===== config.mk =====
export PLATFORM = sky130hd
export DESIGN_NAME = cci_rd_req_arbiter_flat
export DESIGN_NICKNAME = d
export VERILOG_FILES = /design/src/rtl/cci_rd_req_arbiter_if.sv /design/src/rtl/cci_rd_req_arbiter.sv /design/src/flat_wrapper.sv
export SDC_FILE = /design/constraint.sdc
export NUM_CORES = 1
export LEC_CHECK = 0
export BUFFER_PORTS_ARGS = -buffer_cell sky130_fd_sc_hd__buf_2
export CORE_AREA = 2 2 520 522
export DETAILED_ROUTE_END_ITERATION = 16
export DIE_AREA = 0 0 522 524
export PLACE_DENSITY = 0.37
export REMOVE_ABC_BUFFERS = 1
export SLEW_MARGIN = 5
export SYNTH_ARGS = -nofsm -noshare
export SYNTH_HDL_FRONTEND = slang
export SYNTH_SLANG_ARGS = --single-unit

===== constraint.sdc =====
create_clock -name clk -period 3.7 [get_ports clk]
set_input_delay 1.11 -clock clk [delete_from_list [all_inputs] [get_ports clk]]
set_output_delay 1.11 -clock clk [all_outputs]
set_load 0.02 [all_outputs]

===== src/rtl/cci_rd_req_arbiter_if.sv =====
// Bundle of the requester-side, MPF c0 Tx and c0 Rx signals shared by the
// read-request arbiter and its environment.
//
// Handshake: a requester offers a request by raising req_valid[i] with
// stable req_addr/req_tag; the request is taken on a rising clk edge where
// req_valid[i] & req_ready[i] are both 1. req_ready is one-hot or zero and
// may depend combinationally on req_valid. The c0 Tx side has no ready:
// c0_tx_almfull only stops new grants. Responses (c0 Rx and rsp_*) carry no
// backpressure and must be consumed in the cycle they are valid.
interface cci_rd_req_arbiter_if #(
  parameter int N_REQ  = 4,
  parameter int TAG_W  = 8,
  parameter int ADDR_W = 42
);
  logic [N_REQ-1:0]        req_valid;
  logic [N_REQ*ADDR_W-1:0] req_addr;
  logic [N_REQ*TAG_W-1:0]  req_tag;
  logic [N_REQ-1:0]        req_ready;
  logic                    c0_tx_valid;
  logic [ADDR_W-1:0]       c0_tx_addr;
  logic [15:0]             c0_tx_mdata;
  logic                    c0_tx_almfull;
  logic                    c0_rx_rdvalid;
  logic [15:0]             c0_rx_mdata;
  logic [511:0]            c0_rx_data;
  logic [N_REQ-1:0]        rsp_valid;
  logic [TAG_W-1:0]        rsp_tag;
  logic [511:0]            rsp_data;

  // Arbiter view.
  modport slave (
    input  req_valid, req_addr, req_tag, c0_tx_almfull,
           c0_rx_rdvalid, c0_rx_mdata, c0_rx_data,
    output req_ready, c0_tx_valid, c0_tx_addr, c0_tx_mdata,
           rsp_valid, rsp_tag, rsp_data
  );

  // Requester / MPF view.
  modport master (
    output req_valid, req_addr, req_tag, c0_tx_almfull,
           c0_rx_rdvalid, c0_rx_mdata, c0_rx_data,
    input  req_ready, c0_tx_valid, c0_tx_addr, c0_tx_mdata,
           rsp_valid, rsp_tag, rsp_data
  );
endinterface


===== src/rtl/cci_rd_req_arbiter.sv =====
// Round-robin arbiter sharing the MPF c0 read-request channel among N_REQ
// requesters. The requester ID travels in mdata so responses can be steered
// back; a per-requester credit counter bounds in-flight reads.
module cci_rd_req_arbiter #(
  parameter int N_REQ           = 4,
  parameter int TAG_W           = 8,
  parameter int ADDR_W          = 42,
  parameter int MAX_OUTSTANDING = 32
) (
  input  logic                  clk,
  input  logic                  reset_n,
  cci_rd_req_arbiter_if.slave   bus,
  output logic                  idle,
  output logic                  err_unexpected_rsp
);

  localparam int ID_W  = (N_REQ > 1) ? $clog2(N_REQ) : 1;
  localparam int CNT_W = $clog2(MAX_OUTSTANDING + 1);

  // Elaboration-time parameter sanity.
  if (TAG_W + ID_W > 16) begin : g_bad_mdata
    $error("cci_rd_req_arbiter: TAG_W + clog2(N_REQ) must not exceed 16");
  end
  if (N_REQ < 2 || N_REQ > 16) begin : g_bad_nreq
    $error("cci_rd_req_arbiter: N_REQ must be in 2..16");
  end
  if (MAX_OUTSTANDING < 1 || MAX_OUTSTANDING > 255) begin : g_bad_max
    $error("cci_rd_req_arbiter: MAX_OUTSTANDING must be in 1..255");
  end

  logic [CNT_W-1:0] cnt      [N_REQ];
  logic [CNT_W-1:0] cnt_next [N_REQ];
  logic [ID_W-1:0]  rr_ptr;
  logic [N_REQ-1:0] elig;
  logic [N_REQ-1:0] grant;
  logic [ID_W-1:0]  grant_id;
  logic             grant_any;
  logic [15:0]      tx_mdata_next;
  logic [ID_W-1:0]  rx_id;
  logic [N_REQ-1:0] rx_hit;
  logic             rx_ok;
  logic             cnt_zero_next;

  // A requester may compete only while it still holds a credit.
  always_comb begin
    elig = '0;
    for (int i = 0; i < N_REQ; i++) begin
      elig[i] = bus.req_valid[i] && (cnt[i] < CNT_W'(MAX_OUTSTANDING));
    end
  end

  // Round-robin pick: first eligible index at or after rr_ptr, wrapping.
  always_comb begin
    int idx;
    idx       = 0;
    grant     = '0;
    grant_id  = '0;
    grant_any = 1'b0;
    if (!bus.c0_tx_almfull) begin
      for (int k = 0; k < N_REQ; k++) begin
        idx = int'(rr_ptr) + k;
        if (idx >= N_REQ) idx = idx - N_REQ;
        if (!grant_any && elig[idx]) begin
          grant_any  = 1'b1;
          grant_id   = ID_W'(idx);
          grant[idx] = 1'b1;
        end
      end
    end
  end

  assign bus.req_ready = grant;

  // mdata carries {zero pad, requester ID, requester tag}.
  always_comb begin
    tx_mdata_next                   = '0;
    tx_mdata_next[TAG_W-1:0]        = bus.req_tag[grant_id*TAG_W +: TAG_W];
    tx_mdata_next[TAG_W +: ID_W]    = grant_id;
  end

  // A response is accepted only for an ID that has reads in flight; anything
  // else (out-of-range ID or zero credit used) is flagged and dropped.
  assign rx_id = bus.c0_rx_mdata[TAG_W +: ID_W];

  always_comb begin
    rx_hit = '0;
    for (int i = 0; i < N_REQ; i++) begin
      rx_hit[i] = bus.c0_rx_rdvalid && (rx_id == ID_W'(i)) && (cnt[i] != '0);
    end
  end

  assign rx_ok = |rx_hit;

  // Credit update: grant adds, accepted response subtracts, both cancel.
  always_comb begin
    cnt_zero_next = 1'b1;
    for (int i = 0; i < N_REQ; i++) begin
      cnt_next[i] = cnt[i];
      case ({grant[i], rx_hit[i]})
        2'b10:   cnt_next[i] = cnt[i] + CNT_W'(1);
        2'b01:   cnt_next[i] = cnt[i] - CNT_W'(1);
        default: cnt_next[i] = cnt[i];
      endcase
      if (cnt_next[i] != '0) cnt_zero_next = 1'b0;
    end
  end

  // Credit counters.
  always_ff @(posedge clk or negedge reset_n) begin
    if (!reset_n) begin
      for (int i = 0; i < N_REQ; i++) cnt[i] <= '0;
    end else begin
      for (int i = 0; i < N_REQ; i++) cnt[i] <= cnt_next[i];
    end
  end

  // Round-robin pointer moves just past the winner; holds with no grant.
  always_ff @(posedge clk or negedge reset_n) begin
    if (!reset_n) begin
      rr_ptr <= '0;
    end else if (grant_any) begin
      rr_ptr <= (grant_id == ID_W'(N_REQ - 1)) ? '0 : grant_id + ID_W'(1);
    end
  end

  // Registered c0 Tx stage; address/mdata hold when nothing is granted.
  always_ff @(posedge clk or negedge reset_n) begin
    if (!reset_n) begin
      bus.c0_tx_valid <= 1'b0;
      bus.c0_tx_addr  <= '0;
      bus.c0_tx_mdata <= '0;
    end else begin
      bus.c0_tx_valid <= grant_any;
      if (grant_any) begin
        bus.c0_tx_addr  <= bus.req_addr[grant_id*ADDR_W +: ADDR_W];
        bus.c0_tx_mdata <= tx_mdata_next;
      end
    end
  end

  // Registered response steering; tag/data hold between responses.
  always_ff @(posedge clk or negedge reset_n) begin
    if (!reset_n) begin
      bus.rsp_valid <= '0;
      bus.rsp_tag   <= '0;
      bus.rsp_data  <= '0;
    end else begin
      bus.rsp_valid <= rx_hit;
      if (rx_ok) begin
        bus.rsp_tag  <= bus.c0_rx_mdata[TAG_W-1:0];
        bus.rsp_data <= bus.c0_rx_data;
      end
    end
  end

  // Sticky error for responses nobody is waiting for.
  always_ff @(posedge clk or negedge reset_n) begin
    if (!reset_n) begin
      err_unexpected_rsp <= 1'b0;
    end else if (bus.c0_rx_rdvalid && !rx_ok) begin
      err_unexpected_rsp <= 1'b1;
    end
  end

  // idle reflects the registered state it is launched alongside: no credit
  // in use, no Tx being presented and no response being presented.
  always_ff @(posedge clk or negedge reset_n) begin
    if (!reset_n) begin
      idle <= 1'b1;
    end else begin
      idle <= cnt_zero_next && !grant_any && !rx_ok;
    end
  end

endmodule


===== src/flat_wrapper.sv =====
// flat-port wrapper written by rule: the top's interface ports become plain ports
module cci_rd_req_arbiter_flat 
#(
  parameter int N_REQ           = 4,
  parameter int TAG_W           = 8,
  parameter int ADDR_W          = 42,
  parameter int MAX_OUTSTANDING = 32
)
  (clk, reset_n, idle, err_unexpected_rsp, bus_req_valid, bus_req_addr, bus_req_tag, bus_c0_tx_almfull, bus_c0_rx_rdvalid, bus_c0_rx_mdata, bus_c0_rx_data, bus_req_ready, bus_c0_tx_valid, bus_c0_tx_addr, bus_c0_tx_mdata, bus_rsp_valid, bus_rsp_tag, bus_rsp_data);
  cci_rd_req_arbiter_if #(.N_REQ(N_REQ), .TAG_W(TAG_W), .ADDR_W(ADDR_W)) bus_i ();
  input  logic clk;
  input  logic reset_n;
  output logic idle;
  output logic err_unexpected_rsp;
  input wire logic [$bits(bus_i.req_valid)-1:0] bus_req_valid;
  input wire logic [$bits(bus_i.req_addr)-1:0] bus_req_addr;
  input wire logic [$bits(bus_i.req_tag)-1:0] bus_req_tag;
  input wire logic [$bits(bus_i.c0_tx_almfull)-1:0] bus_c0_tx_almfull;
  input wire logic [$bits(bus_i.c0_rx_rdvalid)-1:0] bus_c0_rx_rdvalid;
  input wire logic [$bits(bus_i.c0_rx_mdata)-1:0] bus_c0_rx_mdata;
  input wire logic [$bits(bus_i.c0_rx_data)-1:0] bus_c0_rx_data;
  output wire logic [$bits(bus_i.req_ready)-1:0] bus_req_ready;
  output wire logic [$bits(bus_i.c0_tx_valid)-1:0] bus_c0_tx_valid;
  output wire logic [$bits(bus_i.c0_tx_addr)-1:0] bus_c0_tx_addr;
  output wire logic [$bits(bus_i.c0_tx_mdata)-1:0] bus_c0_tx_mdata;
  output wire logic [$bits(bus_i.rsp_valid)-1:0] bus_rsp_valid;
  output wire logic [$bits(bus_i.rsp_tag)-1:0] bus_rsp_tag;
  output wire logic [$bits(bus_i.rsp_data)-1:0] bus_rsp_data;
  assign bus_i.req_valid = bus_req_valid;
  assign bus_i.req_addr = bus_req_addr;
  assign bus_i.req_tag = bus_req_tag;
  assign bus_i.c0_tx_almfull = bus_c0_tx_almfull;
  assign bus_i.c0_rx_rdvalid = bus_c0_rx_rdvalid;
  assign bus_i.c0_rx_mdata = bus_c0_rx_mdata;
  assign bus_i.c0_rx_data = bus_c0_rx_data;
  assign bus_req_ready = bus_i.req_ready;
  assign bus_c0_tx_valid = bus_i.c0_tx_valid;
  assign bus_c0_tx_addr = bus_i.c0_tx_addr;
  assign bus_c0_tx_mdata = bus_i.c0_tx_mdata;
  assign bus_rsp_valid = bus_i.rsp_valid;
  assign bus_rsp_tag = bus_i.rsp_tag;
  assign bus_rsp_data = bus_i.rsp_data;
  cci_rd_req_arbiter #(.N_REQ(N_REQ), .TAG_W(TAG_W), .ADDR_W(ADDR_W), .MAX_OUTSTANDING(MAX_OUTSTANDING)) u_core (.clk(clk), .reset_n(reset_n), .bus(bus_i), .idle(idle), .err_unexpected_rsp(err_unexpected_rsp));
endmodule

==> results.md, run 1 <==
- Cell leakage power: 19.3 nW
- GRT Overall Usage: roughly an eighth
- Final HPWL DP: 152000 um
- Routability congestion estimate: 0.835
- Post-synthesis sequential area ratio: 58.6%
- Main combinational cell family by area after synthesis: multiplexers
- Synthesized cell area: ~26000 um^2
- Minimum clock period after layout: 3.97 ns
- Post-Route WL: ~180000 um
- Seq cells post-synth: slightly above 600
- Initial antenna violation count: 151
- Clock sink count: between 600 and 700
- Die Span Y: 524 um
- Yosys top cell by area: dfrtp_1
- Number of unique standard cell types used by synthesis: 59
- # fillers: 29990
- Synth warnings: 0
- IO Port Bufs: 1312
- Drt drc: 0
- Initial DRT Pass Iterations: 5
- Via Count: approximately 22000
- Fin Hold WS: between 0.3 and 0.4 ns
- Worst setup margin: -0.265 ns
- Placed instance count: 6807
- Largest net degree at the start of global routing: between 80 and 90
- Setup Skew: 0.0329 ns
- Initial core utilization: about a tenth
- Simple-gate share of the synthesized area: roughly 3.5%
- Hold_buf cts: 0
- Placed cell area: ~38000 um^2
- Top cell type's share of synthesized area: 58.5%
- Crit Path Class: in2out
- Final hold vios: 0
- Die area: 274000 um^2
- Total CTS buffers: 84
- Ys async rst share: 100%
- Place WS: -1.11 ns
- Layout cells sized above 1: 65.6%
- Number of synthesized flops with an enable pin: 0
- Max VDD drop: 0.000504 V
- Post-Synth Adder-Cell Area: roughly 1.7%
- Violated checks: negative setup slack
- Max Cap Viol: 0
- Multi-input logic area: 10600 um^2
- Mean area per synthesized cell: ~14 um^2
- Maximum clock rate: 252 MHz
- Post-Synthesis Cells: 1855
- CP required: 2.59 ns
- Final non-filler cell total: 7016
- Clock buffer depth: 3
- FP Rows: 190
- XOR/XNOR Fraction of Synth Area: 0.876%
- Number of setup violations in the final report: 5
- Power Dens Cells: approximately 910 nW/um^2
- Synth Area in Compound Gates: 6.13%
- Commonest cells in the netlist: 604 x dfrtp_1, 521 x mux2_2, 135 x nand2_1
- Power, Total: approximately 38 mW
- ANT nets after route: 0
- Wirelength per Cell: about 25 um
- H-tree depth: 3
- Vias in the first global route: 23363
- CTS tree: yes
- Clk slew on worst S/H paths: approximately 0.060 ns
- Slew @ Worst Pin: 0.707 ns
- Clk root buf: clkbuf_16
- Max-slew violation count: 0
- First-pass GRT wire length: about 230000 um
- Register area: 15100 um^2
- Placeable Area: 267000 um^2
- Die span in x: about 520 um
- Worst Path Arrival: approximately 2.9 ns
- Worst slew margin: roughly 53%
- Initial DRC Count: 819
- Status: finished, violations left
- Vias/cell: between 3 and 4
- RSZ-0062 raised after global routing: yes
- I/O pins: ~1300
- CP max FO: 5
- Count leader, synth: dfrtp_1
- Hold Path Class: in2async
- Mux cell area share after synthesis: 27.0%
- Crit start category: primary input
- Critical Path End Type: output port
- Ys flop type: dfrtp_1
- Cell area after layout: approximately 42000 um^2
- Worst skew pair latency: 0.71 ns
- Top post-synthesis cells by area: dfrtp_1 58%, mux2_2 23%, mux2i_1 3.9%
- Tcrit/Tclk final: 107%
- GR Overflow Total: 0
- Synth-to-Final Area Change: 62.3%
- Fin nets: about 4100
==> final timing paths <==
kind                                           start                        end  slack [ns]  depth (start not counted)
setup reg to reg                    u_core.rr_ptr[0]                u_core.idle       -0.18                         18
min in group clk           u_core.bus.c0_tx_addr[26]  u_core.bus.c0_tx_addr[26]        0.48                          1
hold reg to reg            u_core.bus.c0_tx_addr[26]  u_core.bus.c0_tx_addr[26]        0.48                          1
hold / removal                               reset_n   u_core.bus.c0_tx_addr[0]        0.30                          1
setup / recovery                    bus_req_valid[3]           bus_req_ready[0]       -0.27                         11
max in group asynchronous                    reset_n   u_core.bus.rsp_data[154]        2.32                          3
==> layout by cell type (no fill, tap or decap), types with 7 or more instances in the layout <==
master / n
xnor2_1: 9
o21ai_1: 8
buf_2: 1307
ha_1: 15
mux2_2: 521
clkinv_2: 12
ha_4: 12
a211o_1: 51
a21oi_1: 56
a21oi_2: 7
diode_2: 41
inv_1: 20
buf_4: 163
dfrtp_1: 604
clkbuf_1: 19
xor2_1: 14
buf_6: 12
buf_12: 36
o21ai_0: 14
a211oi_1: 50
nand2_1: 127
nor2b_1: 7
clkbuf_8: 19
bufinv_16: 8
clkbuf_16: 84
mux2i_1: 100
nor2_1: 16
==> stage by stage <==
step	utilization, %	setup TNS (ns)
finish	15.7	-1.25
global placement	14.3	-16.35
global route	15.7	-1.82
detailed placement	14.3	-18.51
floorplan	-	-5627.60
CTS	15.6	-1.54
==> where the power goes <==
group          internal (mW)  total, mW  switching, mW  leakage [nW]
logic                   7.69       19.2           11.5          10.8
clock network           5.16       8.72           3.55          1.43
registers               8.91       10.3           1.40          7.09
total                   21.8       38.2           16.4          19.3
==> area by class of cell <==
type / instances / area share, %
Multi-Input combinational cell: 1121 / 25.4
Inverter: 22 / 0.197
Sequential cell: 605 / 36.1
Tap cell: 3552 / 10.6
Clock buffer: 122 / 5.80
Clock inverter: 34 / 1.14
Timing Repair Buffer: 1519 / 20.6
Antenna cell: 41 / 0.245
==> kinds of logic (layout without fill, tap and decap cells) <==
| group | count (synthesis) | count (layout) |
|---|---|---|
| AND/OR/NAND/NOR | 203 | 203 |
| other | 1 | 47 |
| multiplexers | 626 | 626 |
| adder cells (fa/ha/maj) | 32 | 32 |
| flip-flops | 605 | 605 |
| buffers and inverters | 134 | 1697 |
| XOR/XNOR | 25 | 25 |
| AO/OA/AOI/OAI | 229 | 229 |
==> worst max-delay path: stages <==
cell and delay, ns:
buf_2 0.10, nor2b_1 0.34, buf_4 0.18, nand2_1 0.08
nor4_4 0.15, a31oi_1 0.06, o21ai_1 0.16, buf_4 0.16
nand2_1 0.11, a31oi_4 0.24, buf_6 0.15
==> timing repair <==
| item | in CTS | in global routing |
|---|---|---|
| gates resized for setup | 62 | 36 |
| pin swaps | 27 | 39 |
| endpoints found under the setup margin | 8 | 11 |
| buffers inserted | 7 | 5 |
==> sequential cells by signal, summed over array words and instances (netlist names) <==
| name | flops |
|---|---|
| u_core.rr_ptr | 2 |
| u_core.bus.rsp_tag | 8 |
| u_core.bus.c0_tx_addr | 42 |
| u_core.err_unexpected_rsp | 1 |
| u_core.cnt | 24 |
| u_core.bus.rsp_valid | 4 |
| u_core.bus.c0_tx_valid | 1 |
| u_core.bus.rsp_data | 512 |
| u_core.idle | 1 |
| u_core.bus.c0_tx_mdata | 10 |
==> routing by layer <==
metal  share of wire, %  up-vias  global-route usage (%)
li1                   -     9747                       -
met1                 35    11025                    12.8
met2                 49     1105                    21.4
met3                 12      379                    6.76
met4                3.2      106                    3.81
met5               0.39        -                       0
Note: power is estimated with default switching activity, not from simulation.
==> run 2: changes to the inputs <==
SKIP_CTS_REPAIR_TIMING = 1   (was unset)
==> results.md, run 2 (synthesized netlist as in run 1, its figures left out) <==
- GR Overflow Total: 0 (unchanged)
- Placeable Area: 267000 um^2 (unchanged)
- Wirelength per Cell: 25.3 um (about the same)
- Crit Path Class: reg2out (was in2out)
- Maximum clock rate: 253 MHz (was 252 MHz)
- Clock sink count: 605 (unchanged)
- Max VDD drop: 0.000495 V (was 0.000504 V)
- I/O pins: 1325 (unchanged)
- Clock buffer depth: 3 (unchanged)
- Fin nets: 4115 (was 4121)
- Placed instance count: 6807 (unchanged)
- Vias/cell: 3.19 (about the same)
- Largest register FFs: 512 (unchanged)
- CP max stage delay: 0.40 ns (was 0.34 ns)
- IO Port Bufs: 1312 (unchanged)
- Multi-input logic area: 10500 um^2 (was 10600 um^2)
- Most frequent cells in the layout: 1307 x buf_2, 604 x dfrtp_1, 521 x mux2_2 (unchanged)
- Status: finished, violations left (unchanged)
- Placed cell area: 38400 um^2 (unchanged)
- Slew @ Worst Pin: 0.716 ns (was 0.707 ns)
- First-pass GRT wire length: 226000 um (was 227000 um)
- Cells along the critical path: buf_6, and3b_1, or2_4, or3_4, a21boi_4, buf_6, nand2_2, a31oi_4, buf_6 (was buf_2, nor2b_1, buf_4, nand2_1, nor4_4, a31oi_1, o21ai_1, buf_4, nand2_1, a31oi_4, buf_6)
- Crit start category: register (was primary input)
- Power Dens Cells: 911 nW/um^2 (was 910 nW/um^2)
- Power, Total: 38.1 mW (was 38.2 mW)
- Drt drc: 0 (unchanged)
- Slowest CP cell: dfrtp_1 (was nor2b_1)
- # fillers: 29996 (was 29990)
- Final HPWL DP: 152000 um (unchanged)
- Minimum clock period after layout: 3.96 ns (was 3.97 ns)
- Cell family with most CP delay: simple AND/OR/NAND/NOR gates (unchanged)
- CTS tree: yes (unchanged)
- Die span in x: 522 um (unchanged)
- Final non-filler cell total: 7009 (was 7016)
- Worst skew pair latency: 0.71 ns (about the same)
- Via Count: 22355 (was 22362)
- Clk root buf: clkbuf_16 (unchanged)
- CP max FO: 7 (was 5)
- Die Span Y: 524 um (unchanged)
- ANT nets after route: 0 (unchanged)
- CP required: 2.59 ns (about the same)
- Top Registers: u_core.bus.rsp_data (512), u_core.bus.c0_tx_addr (42), u_core.cnt (24) (unchanged)
- Die area: 274000 um^2 (unchanged)
- Number of setup violations in the final report: 5 (unchanged)
- Hold Path Class: in2async (unchanged)
- Max Cap Viol: 0 (unchanged)
- Clk slew on worst S/H paths: 0.06 ns (about the same)
- Initial antenna violation count: 151 (unchanged)
- Layout cells sized above 1: 65.2% (was 65.6%)
- Post-Route WL: 177000 um (about the same)
- Initial core utilization: 9.67% (unchanged)
- Worst slew margin: 52.3% (was 52.8%)
- Worst setup margin: -0.259 ns (was -0.265 ns)
- Final hold vios: 0 (unchanged)
- Commonest non-fill, non-tap cell in the layout: buf_2 (unchanged)
- Initial DRC Count: 819 (unchanged)
- Violated checks: negative setup slack (unchanged)
- Tcrit/Tclk final: 107% (about the same)
- FP Rows: 190 (unchanged)
- GRT Overall Usage: 12.4% (about the same)
- CP bufs+invs: 3 (was 4)
- Setup Skew: 0.0362 ns (was 0.0329 ns)
- Cell area after layout: 41800 um^2 (was 42000 um^2)
- Vias in the first global route: 23277 (was 23363)
- Initial DRT Pass Iterations: 6 (was 5)
- Worst Path Arrival: 2.85 ns (was 2.86 ns)
- Place WS: -1.11 ns (unchanged)
- Total CTS buffers: 84 (unchanged)
- Max-slew violation count: 0 (unchanged)
- Register area: 15100 um^2 (unchanged)
- H-tree depth: 3 (unchanged)
- Post-Route Utilization: 15.6% (was 15.7%)
- Critical Path End Type: output port (unchanged)
- Reg with most FFs: u_core.bus.rsp_data (unchanged)
- Largest net degree at the start of global routing: 82 (unchanged)
- Cell mode on critical path: buf_6
- RSZ-0062 raised after global routing: yes (unchanged)
- Cell leakage power: 19.2 nW (was 19.3 nW)
- Routability congestion estimate: 0.835 (unchanged)
- Synth-to-Final Area Change: 61.6% (was 62.3%)
run 2: layer usage:
layer	track usage, %	share of wire (%)	wire length (um)	vias to the layer above
li1	-	-	-	9732
met1	12.9	36	63900	11032
met2	21.4	49	86600	1109
met3	6.59	12	20600	374
met4	3.71	3.0	5340	108
met5	0	0.40	704	-
run 2: cell type report:
type / count / share of cell area, %
flip-flops and latches: 605 / 36.2
multi-input cells: 1121 / 25.2
repair buffers: 1513 / 20.5
well taps: 3552 / 10.6
clock buffers: 122 / 5.83
clock inverters: 34 / 1.14
diodes: 40 / 0.240
inverters: 22 / 0.198
run 2: power by group:
part	switching (mW)	internal, mW	total [mW]
logic	11.5	7.59	19.1
clock network	3.56	5.16	8.72
registers	1.39	8.91	10.3
total	16.4	21.7	38.1
run 2: path summary, 6_finish.rpt:
| kind | start | endpoint | slack (ns) | depth (start not counted) |
|---|---|---|---|---|
| setup reg to reg | u_core.cnt[23] | u_core.idle | -0.20 | 16 |
| min in group clk | u_core.bus.c0_tx_addr[26] | u_core.bus.c0_tx_addr[26] | 0.48 | 1 |
| hold reg to reg | u_core.bus.c0_tx_addr[26] | u_core.bus.c0_tx_addr[26] | 0.48 | 1 |
| max in group asynchronous | reset_n | u_core.bus.rsp_data[154] | 2.31 | 3 |
| hold / removal | reset_n | u_core.bus.c0_tx_addr[0] | 0.32 | 1 |
| setup / recovery | u_core.rr_ptr[0] | bus_req_ready[2] | -0.26 | 9 |
run 2: through the flow:
| step | TNS (ns) | hold WS (ns) |
|---|---|---|
| floorplan | -5627.60 | 0.478 |
| CTS | -2.96 | 0.274 |
| finish | -1.24 | 0.316 |
| global placement | -16.35 | 0.461 |
| detailed placement | -18.51 | 0.470 |
| global route | -1.85 | 0.324 |
